$ cat config.mk
export PLATFORM = sky130hd
export DESIGN_NAME = dram_port_arbiter
export DESIGN_NICKNAME = d
export VERILOG_FILES = /design/src/rtl/dram_port_arbiter_pkg.sv /design/src/rtl/dram_port_arbiter_rr_pick2.sv /design/src/rtl/dram_port_arbiter.sv
export SDC_FILE = /design/constraint.sdc
export NUM_CORES = 1
export LEC_CHECK = 0
export CORE_MARGIN = 1.5
export CORE_UTILIZATION = 42
export CTS_CLUSTER_DIAMETER = 100
export DETAILED_ROUTE_END_ITERATION = 10
export PLACE_DENSITY = 0.86
export SETUP_SLACK_MARGIN = 0.3
export SYNTH_ARGS = -nofsm -noshare
export SYNTH_HDL_FRONTEND = slang
export SYNTH_HIERARCHICAL = 1
export SYNTH_SLANG_ARGS = --single-unit
$ cat constraint.sdc
create_clock -name fpga_clk -period 5.71 [get_ports fpga_clk]
set_input_delay 1.142 -clock fpga_clk [delete_from_list [all_inputs] [get_ports fpga_clk]]
set_output_delay 1.142 -clock fpga_clk [all_outputs]
set_load 0.01 [all_outputs]
$ cat src/rtl/dram_port_arbiter_pkg.sv
`default_nettype none
// +----------------------------------------------------------------------------+
// | Module  : dram_arb_pkg                                                      |
// | Brief   : Shared types and constants for the data-DRAM port arbiter.        |
// | Revision: 1.0  initial release                                              |
// +----------------------------------------------------------------------------+
package dram_arb_pkg;

   typedef enum logic [1:0] {
      IDLE   = 2'd0,
      ACCESS = 2'd1,
      RESP   = 2'd2
   } arb_state_t;

   localparam logic PORT_CPU   = 1'b0;
   localparam logic PORT_AUX   = 1'b1;
   localparam int   WAIT_CNT_W = 4;

endpackage
`default_nettype wire

$ cat src/rtl/dram_port_arbiter_rr_pick2.sv
`default_nettype none
// +----------------------------------------------------------------------------+
// | Module  : rr_pick2                                                          |
// | Brief   : Combinational two-way round-robin picker.                         |
// | Revision: 1.0  initial release                                              |
// +----------------------------------------------------------------------------+
module rr_pick2 (
   input  logic [1:0] valid,
   input  logic       last,
   output logic [1:0] grant,
   output logic       idx
);

   // On a tie the port that did not win last time goes next.
   always_comb begin
      grant = 2'b00;
      idx   = 1'b0;
      if (valid == 2'b11) begin
         idx   = ~last;
         grant = last ? 2'b01 : 2'b10;
      end else begin
         idx   = valid[1];
         grant = valid;
      end
   end

endmodule
`default_nettype wire

$ cat src/rtl/dram_port_arbiter.sv
`default_nettype none
// +----------------------------------------------------------------------------+
// | Module  : dram_port_arbiter                                                 |
// | Brief   : Round-robin arbiter and sequencer for the single-port data DRAM.  |
// | Revision: 1.0  initial release                                              |
// +----------------------------------------------------------------------------+
module dram_port_arbiter
   import dram_arb_pkg::*;
#(
   parameter int ADDR_W  = 16,
   parameter int DATA_W  = 32,
   parameter int RD_WAIT = 1
) (
   input  logic                   fpga_clk,
   input  logic                   fpga_rst_n,
   input  logic [1:0]             req_valid,
   input  logic [1:0]             req_write,
   input  logic [1:0][ADDR_W-1:0] req_addr,
   input  logic [1:0][DATA_W-1:0] req_wdata,
   output logic [1:0]             req_ready,
   output logic [1:0]             rsp_valid,
   output logic [DATA_W-1:0]      rsp_rdata,
   output logic [ADDR_W-1:0]      mem_a,
   output logic [DATA_W-1:0]      mem_d,
   output logic                   mem_we,
   input  logic [DATA_W-1:0]      mem_spo
);

   localparam logic [WAIT_CNT_W-1:0] c_rd_wait = WAIT_CNT_W'(RD_WAIT);
   localparam logic [WAIT_CNT_W-1:0] c_one     = WAIT_CNT_W'(1);

   arb_state_t              r_state;
   logic                    r_last_grant;
   logic                    r_owner;
   logic                    r_write;
   logic [WAIT_CNT_W-1:0]   r_wait_cnt;

   logic [1:0]              w_grant;
   logic                    w_idx;
   logic                    w_unused_addr_lsbs;

   // Byte offset bits are never used: the DRAM is word-addressed.
   assign w_unused_addr_lsbs = ^{req_addr[0][1:0], req_addr[1][1:0]};

   rr_pick2 u_pick (
      .valid (req_valid),
      .last  (r_last_grant),
      .grant (w_grant),
      .idx   (w_idx)
   );

   assign req_ready = (r_state == IDLE) ? w_grant : 2'b00;

   always_ff @(posedge fpga_clk or negedge fpga_rst_n) begin
      if (!fpga_rst_n) begin
         r_state      <= IDLE;
         r_last_grant <= PORT_AUX;
         r_owner      <= PORT_CPU;
         r_write      <= 1'b0;
         r_wait_cnt   <= '0;
         rsp_valid    <= 2'b00;
         rsp_rdata    <= '0;
         mem_a        <= '0;
         mem_d        <= '0;
         mem_we       <= 1'b0;
      end else begin
         rsp_valid <= 2'b00;
         mem_we    <= 1'b0;
         case (r_state)
            IDLE: begin
               if (|req_valid) begin
                  r_owner      <= w_idx;
                  r_last_grant <= w_idx;
                  r_write      <= req_write[w_idx];
                  mem_a        <= {2'b00, req_addr[w_idx][ADDR_W-1:2]};
                  mem_d        <= req_wdata[w_idx];
                  mem_we       <= req_write[w_idx];
                  r_wait_cnt   <= req_write[w_idx] ? c_one : c_rd_wait;
                  r_state      <= ACCESS;
               end
            end
            ACCESS: begin
               r_wait_cnt <= r_wait_cnt - 1'b1;
               if (r_wait_cnt == c_one) begin
                  if (!r_write) begin
                     rsp_rdata <= mem_spo;
                  end
                  rsp_valid[r_owner] <= 1'b1;
                  r_state            <= RESP;
               end
            end
            RESP: begin
               r_state <= IDLE;
            end
            default: begin
               r_state <= IDLE;
            end
         endcase
      end
   end

endmodule
`default_nettype wire

# Word-level counts from Yosys, hierarchy flattened
# Index checks and enable logic that the tools add are counted.
# word_totals
ff_bits,90
latch_bits,0
ramBits,0
romBits,0
input_bits,134
word_cells,50
memories,0
# op_classes
addsub,1
multipliers,0
div_mod_pow,0
order_cmp,3
n_eq_ne,5
n_shift,0
n_mux,21
n_bitwise,2
n_reduce_logical,8
# ops
op,n
2-to-1 mux 32 bit,2
2-to-1 mux 16 bit,2
2-to-1 mux 2 bit,7
one-hot mux 4 bit (2 select lines),1
2-to-1 mux 1 bit,6
AND reduction 2 bit,3
"equality test 4 x 1 -> 1 bit, second input constant",1
"< comparator 1 x 2 -> 1 bit, second input constant",2
2-to-1 mux 4 bit,1
one-hot mux 2 bit (2 select lines),1
"subtractor 4 x 1 -> 4 bit, second input constant",1
AND reduction 3 bit,1
"equality test 2 x 1 -> 1 bit, second input constant",1
"equality test 2 bit, second input constant",1
logical NOT 2 bit,1
"inequality test 2 x 1 -> 1 bit, second input constant",1
"inequality test 2 bit, second input constant",1
inverter 1 bit,2
nonzero test 2 bit,1
OR reduction 2 bit,1
demux 1 bit (select 1 bit),1
">= comparator 1 bit, second input constant",1
logical AND 1 bit,1

# Depth between registers and ports, before layout
# Gate-level depths: netlist of run 1.
# depth
ltp_word,6
ltp_mapped,6
depth_no_buf,5

# Cells and area by module
# The synthesis of run 1 kept the hierarchy.
# modules_own_cells
mod,instances,cells_per_inst,area_each_um2,seq_area_each_um2
dram_port_arbiter,1,322,3910.0,2253.4
rr_pick2,1,4,26.3,0.0

# Worst setup path after synthesis of run 1
# No wires, ideal clock.
# synth_timing
path_type,input port to output port
startpoint,in req_valid[1]
endpoint,out req_ready[1]
arrival_time_ns,1.619
t_required_ns,4.568
slack_ns,2.949
stages,3
n_path_buf,1
cell_sequence,a21boi_0 > buf_4 > and2_1
# synth_via
elab_chain_cells,3
# synth_lines
element,line,source
from (decl),dram_port_arbiter.sv:16,"input logic [1:0] req_valid,"
equality test 2 bit,dram_port_arbiter_rr_pick2.sv:18,if (valid == 2'b11) begin
2-to-1 mux 2 bit (*),dram_port_arbiter_rr_pick2.sv:18,
via w_grant[1],dram_port_arbiter.sv:38,logic [1:0] w_grant;
2-to-1 mux 2 bit (*),dram_port_arbiter.sv:52,assign req_ready = (r_state == IDLE) ? w_grant : 2'b00;
to (decl),dram_port_arbiter.sv:20,"output logic [1:0] req_ready,"
# The timed path passes the listed nets; every way through them passes the cells marked *.

# Worst setup path after layout of run 1
# layout_timing
startpoint,in req_valid[0]
endpoint,out req_ready[0]
# The elaborated chain is that of the path after synthesis.

==> flow_summary_export.csv, run 1 <==
group,metric,value,unit
logic_synthesis,synth_edf_count,0,
floorplanning,rows,35,
pwr,power_density,492,nW/um^2
logic_synthesis,synth_cell_type_count,30,
sta,hold_violations,0,
grt,grtUsageMet2,0.356,
critical_path,worstPathRequired,4570,ps
cells_and_area,drive_gt1_frac,0.111,
sta,fin_setup_tns,0,ps
logic_synthesis,ys_seq_area_frac,0.572,
placed_design,place_ws,1950,ps
critical_path,reg2reg_depth,6,
grt,grt-busiest-layer,"met2",
sta,finalClockSkew,10.7,ps
grt,grt_max_degree,91,
routing,via_per_inst,5.15,
clocking,cts_made_buffers,9,
clocking,clk_path_buf_depth,2,
floorplanning,ioPinCount,219,
clocking,cts_tree,"done",
floorplanning,die_h,99.8,um
clocking,cts_resized,0,
cells_and_area,diodes,0,
critical_path,cp_num_buf_inv,2,
logic_synthesis,netlist_area,3940,sq um
routing,dr.pass1.iters,4,
routing,wl,9960,um
critical_path,cpMostUsedCell,"clkdlybuf4s50_1",
logic_synthesis,synth-compound-area-share,0.133,
placed_design,port_buffers,212,
logic_synthesis,async_flop_share,1.00,
grt,grt_pass1_wl,15900,um
cells_and_area,mostFrequentLayoutCells,"211 x clkdlybuf4s50_1, 89 x o21ai_0, 89 x dfrtp_1, 48 x mux2i_1, 32 x mux2_2",
sta,period_share,0.659,
run_status,status,"finished, final reports clean",
grt,grt_usage,0.198,
clocking,cts_sinks,90,
sta,fin_ws,1950,ps
critical_path,r2r_slack,3620,ps
grt,grt-ovfl-total,0,
critical_path,start_kind,"input pin",
min_path,hold_path.class,"register to register",
routing,drtIter0Drc,102,
sta,setup_violations,0,
clocking,post_cts_buffers,0,
clocking,clk_latency,340,ps
routing,drc,0,
clocking,h-tree-depth,3,
sta,fmax,0.266,GHz
grt,met1_usage,0.234,
logic_synthesis,syn_inst,326,
routing,wl_per_cell,15.5,um
placed_design,dpl_cell_area,6100,sq um
placed_design,dp_hpwl,7260,um
grt,grtUsageMet3,0.0564,
critical_path,cp_max_fo,4,
critical_path,critical_path.startpoint,"req_valid[0]",
routing,num_vias,3304,
logic_synthesis,ys_warn_count,6,
clocking,clkTransAtPathRegs,80,ps
logic_synthesis,yosys.area_share.simple,0.0292,
cells_and_area,nNetsFinal,662,
floorplanning,die_w,99.8,um
critical_path,crit_family,"buffers and inverters",
placed_design,place.gp.congestion,0.753,
run,max_cap_viol_count,0,
sta,drv_slew,0,
critical_path,crit_cells,4,
cells_and_area,final_common_cell,"clkdlybuf4s50_1",
cells_and_area,area_delta_synth_final,60.7,%
critical_path,cpMaxStageDelayCell,"clkdlybuf4s50_1",
sta,worst_pin_slew,1120,ps
clocking,cts_root_buf,"clkbuf_8",
grt,grt_pass1_vias,3461,
logic_synthesis,avgSynthCellArea,12.1,sq um
cells_and_area,postLayoutCellArea,6330,sq um
clocking,cts_hold_buf,0,
pwr,report.power.total,3.11,mW
sta,period_minus_slack,3760,ps
logic_synthesis,synth-adder-area-share,0.00636,
floorplanning,start_util,0.430,
logic_synthesis,synthXorXnorAreaFrac,0,
logic_synthesis,synth_mux_area_frac,0.219,
sta,rsz0062_at_grt,"false",
critical_path,worst_r2r_endpoint,"rsp_rdata[16]",
critical_path,arrival,2620,ps
floorplanning,die_area,9960,sq um
logic_synthesis,synthFlopType,"dfrtp_1",
logic_synthesis,ys_ff_latch,90,
routing,detail-route-antenna-nets,0,
pwr,irDropWorstVdd,283,uV
critical_path,cp-endpoint,"req_ready[0]",
critical_path,r2r_start,"r_wait_cnt[1]",
floorplanning,core_area,9150,sq um
pwr,power.leakage,2.63,nW
logic_synthesis,synth_top_family_by_area,"multiplexers",
sta,timing.slew.headroom,0.248,
critical_path,crit_chain,"clkdlybuf4s50_1 > a21boi_1 > and2_1 > clkdlybuf4s50_1",
critical_path,crit_type,"input pin to output pin",
critical_path,end_kind,"output pin",
critical_path,slowest_delay,620,ps
grt,antenna_found_initial,0,
[worst min path at each step]
stage	start	end	slack [ps]	cells past startpoint
2_1_floorplan	r_owner	rsp_valid[0]	420	1
3_3_place_gp	r_owner	rsp_valid[0]	440	1
3_5_place_dp	r_owner	rsp_valid[0]	440	1
4_1_cts	r_owner	rsp_valid[0]	460	1
5_1_grt	r_owner	rsp_valid[0]	480	1
6_report	r_owner	rsp_valid[0]	450	1
[metrics by stage]
| stage | utilization | std cells | hold slack (ps) |
|---|---|---|---|
| 2_1_floorplan | - | 327 | 419 |
| 3_5_place_dp | 0.667 | 626 | 445 |
| 3_3_place_gp | 0.667 | 626 | 435 |
| 5_1_grt | 0.691 | 642 | 484 |
| 6_report | 0.691 | 642 | 454 |
| 4_1_cts | 0.691 | 642 | 456 |
[metal layers]
metal	routed length, um	up-vias
met4	49	0
met2	5180	150
met1	3860	1589
met3	870	6
li1	-	1559
met5	0	-
[cells by family (layout without fill, tap and decap cells)]
kind of cell / after synthesis / in the layout
AOI/OAI and AO/OA: 102 / 102
adders and majority gates: 2 / 2
buffers and inverters: 30 / 234
DFF: 90 / 90
muxes: 82 / 82
other: 1 / 2
and+or+nand+nor: 19 / 19
[area by class of cell]
type,instances,area [sq um]
Clock inverter,7,98.8
Sequential cell,90,2250
Inverter,3,11.3
Fill cell,716,2830
Tap cell,111,139
Multi-Input combinational cell,207,1560
Clock buffer,9,124
Timing Repair Buffer,215,2140
[registers in the layout, summed over array words and instances, names as in the netlist]
name and count:
r_last_grant 1, rsp_valid 2, r_write 1, mem_we 1, rsp_rdata 32, mem_a 14, r_wait_cnt 4, mem_d 32
r_owner 1, r_state 2
[synthesized netlist by cell type (2+ instances only)]
cell type  instances  area [sq um]
nor2_1             5          18.8
nand2_1            2          7.51
and2_1             3          18.8
dfrtp_1           89          2230
o211ai_1           2          15.0
mux2i_1           48           480
mux2_2            32           360
clkbuf_1          16          60.1
o21ai_0           89           445
ha_1               2          25.0
buf_6              3          33.8
buf_2              5          25.0
buf_4              3          22.5
o21ai_1            7          35.0
mux2_1             2          22.5
nor3_1             2          10.0
inv_1              3          11.3
[where the power goes]
group          switching (mW)  total, mW  leakage [nW]  internal [mW]
Combinational           0.662       1.51          1.42          0.852
Clock                   0.227      0.477         0.111          0.251
Sequential              0.164       1.12          1.10          0.957
Total                    1.05       3.11          2.63           2.06
Power figures use the tool's default switching activity.
==> run 2: changes to the inputs <==
Settings changed: CORE_UTILIZATION 42 to 35, PLACE_DENSITY 0.86 to 0.77.
Clock period 5.71 ns to 3.35 ns, I/O delays scaled along.
==> run 2 against run 1 <==
Against the previous run:
- final cell count up 5.0%
- critical path type unchanged
- critical endpoint unchanged
- die area grew 19%
- sequential share of layout area decreased by 0.46 points
- power up 72%
- utilization decreased by 10 points
- register-to-register slack lost 2400 ps
- count of clock-buffer cells in the layout grew 3
- sequential power rose by 71%
- design area is 1.3% higher
- worst hold slack got worse by 160 ps
==> flow_summary_export.csv, run 2 (synthesis gave the netlist of run 1 again) <==
group,metric,value,unit
clocking,h-tree-depth,3,
floorplanning,rows,38,
critical_path,crit_family,"buffers and inverters",
cells_and_area,reg_top3,"mem_d: 32 flops, rsp_rdata: 32 flops, mem_a: 14 flops",
placed_design,dp_hpwl,7890,um
floorplanning,die_area,11900,sq um
critical_path,crit_type,"input pin to output pin",
clocking,clk_path_buf_depth,2,
pwr,power.leakage,2.66,nW
placed_design,place_ws,439,ps
floorplanning,die_w,109,um
clocking,cts_sinks,90,
placed_design,port_buffers,212,
critical_path,worstPathRequired,2680,ps
clocking,clkTransAtPathRegs,90,ps
sta,fmax,0.343,GHz
sta,period_share,0.869,
critical_path,arrival,2240,ps
run,max_cap_viol_count,0,
cells_and_area,drive_gt1_frac,0.114,
placed_design,place.gp.congestion,0.693,
floorplanning,ioPinCount,219,
run_status,status,"finished, final reports clean",
grt,grt_pass1_vias,3426,
clocking,clk_latency,340,ps
clocking,post_cts_buffers,0,
sta,hold_violations,0,
placed_design,dpl_cell_area,6180,sq um
cells_and_area,nFillCells,948,
floorplanning,core_area,10900,sq um
sta,fin_ws,438,ps
grt,grt_max_degree,51,
sta,worst_pin_slew,852,ps
clocking,cts_root_buf,"clkbuf_8",
critical_path,cpMostUsedCell,"clkdlybuf4s50_1",
routing,dr.pass1.iters,4,
routing,detail-route-antenna-nets,0,
routing,wl,10700,um
min_path,hold_path.class,"input pin to asynchronous set/reset pin",
critical_path,crit_chain,"clkdlybuf4s50_1 > a21boi_1 > and2_1 > clkdlybuf4s50_1",
cells_and_area,nNetsFinal,665,
grt,grt_usage,0.183,
sta,timing.slew.headroom,0.432,
cells_and_area,mostFrequentLayoutCells,"211 x clkdlybuf4s50_1, 89 x o21ai_0, 89 x dfrtp_1, 48 x mux2i_1, 32 x mux2_2",
cells_and_area,area_delta_synth_final,62.8,%
critical_path,cp_num_buf_inv,2,
critical_path,slowest_delay,650,ps
grt,antenna_found_initial,0,
critical_path,r2r_start,"r_wait_cnt[1]",
routing,num_vias,3361,
floorplanning,die_h,109,um
clocking,cts_hold_buf,0,
sta,drv_slew,0,
cells_and_area,diodes,0,
clocking,cts_resized,0,
sta,period_minus_slack,2910,ps
pwr,irDropWorstVdd,382,uV
routing,drtIter0Drc,89,
cells_and_area,final_common_cell,"clkdlybuf4s50_1",
sta,finalClockSkew,7.13,ps
cells_and_area,multi_input_area,1560,sq um
clocking,cts_tree,"done",
critical_path,end_kind,"output pin",
grt,grt-ovfl-total,0,
critical_path,cp_max_fo,4,
clocking,cts_made_buffers,9,
cells_and_area,ff_latch_area,2250,sq um
sta,setup_violations,0,
critical_path,critical_path.startpoint,"req_valid[0]",
sta,fin_setup_tns,0,ps
sta,rsz0062_at_grt,"false",
routing,via_per_inst,4.99,
routing,wl_per_cell,15.8,um
cells_and_area,utilization,0.589,
critical_path,start_kind,"input pin",
critical_path,cpMaxStageDelayCell,"clkdlybuf4s50_1",
pwr,power_density,837,nW/um^2
routing,drc,0,
grt,grt_pass1_wl,16700,um
cells_and_area,postLayoutCellArea,6410,sq um
floorplanning,start_util,0.362,
[run 2: worst paths after layout]
kind                                  to  slack [ps]  cells past startpoint
min                        rsp_rdata[31]         300                      1
min in group fpga_clk       rsp_valid[0]         460                      1
max in group asynchronous  rsp_rdata[19]        2400                      2
min reg2reg                 rsp_valid[0]         460                      1
max                         req_ready[0]         440                      4
max reg2reg                rsp_rdata[13]        1230                      6
[run 2: metrics by stage]
stage | power, mW | std cells | hold WS, ps
2_1_floorplan | 3.13 | 327 | 374
3_5_place_dp | 4.60 | 658 | 461
4_1_cts | 5.44 | 674 | 309
3_3_place_gp | 4.49 | 658 | 438
6_report | 5.37 | 674 | 299
5_1_grt | 5.76 | 674 | 319
[run 2: report_power, final]
group | switching (mW) | leakage (nW) | internal (mW)
logic | 1.15 | 1.44 | 1.47
registers | 0.283 | 1.10 | 1.63
clock network | 0.369 | 0.117 | 0.462
total | 1.80 | 2.66 | 3.56
[run 2: final cells by class]
class,count,area share
Clock buffer,12,0.0242
Sequential cell,90,0.352
Clock inverter,4,0.0115
Tap cell,140,0.0273
Multi-Input combinational cell,207,0.244
Inverter,3,0.00176
Timing Repair Buffer,218,0.340
[run 2: routing by layer]
layer | vias to the layer above | track usage | routed length (um)
li1 | 1566 | - | -
met1 | 1625 | 0.210 | 4260
met5 | - | 0 | 0
met2 | 155 | 0.326 | 5210
met4 | 0 | 0.0667 | 168
met3 | 15 | 0.0484 | 1020
==> run 3: changes to the inputs <==
Settings changed: HOLD_SLACK_MARGIN from default to 0.05.
==> results of run 3 <==
Final layout, timing and power as in run 2 (identical DEF).
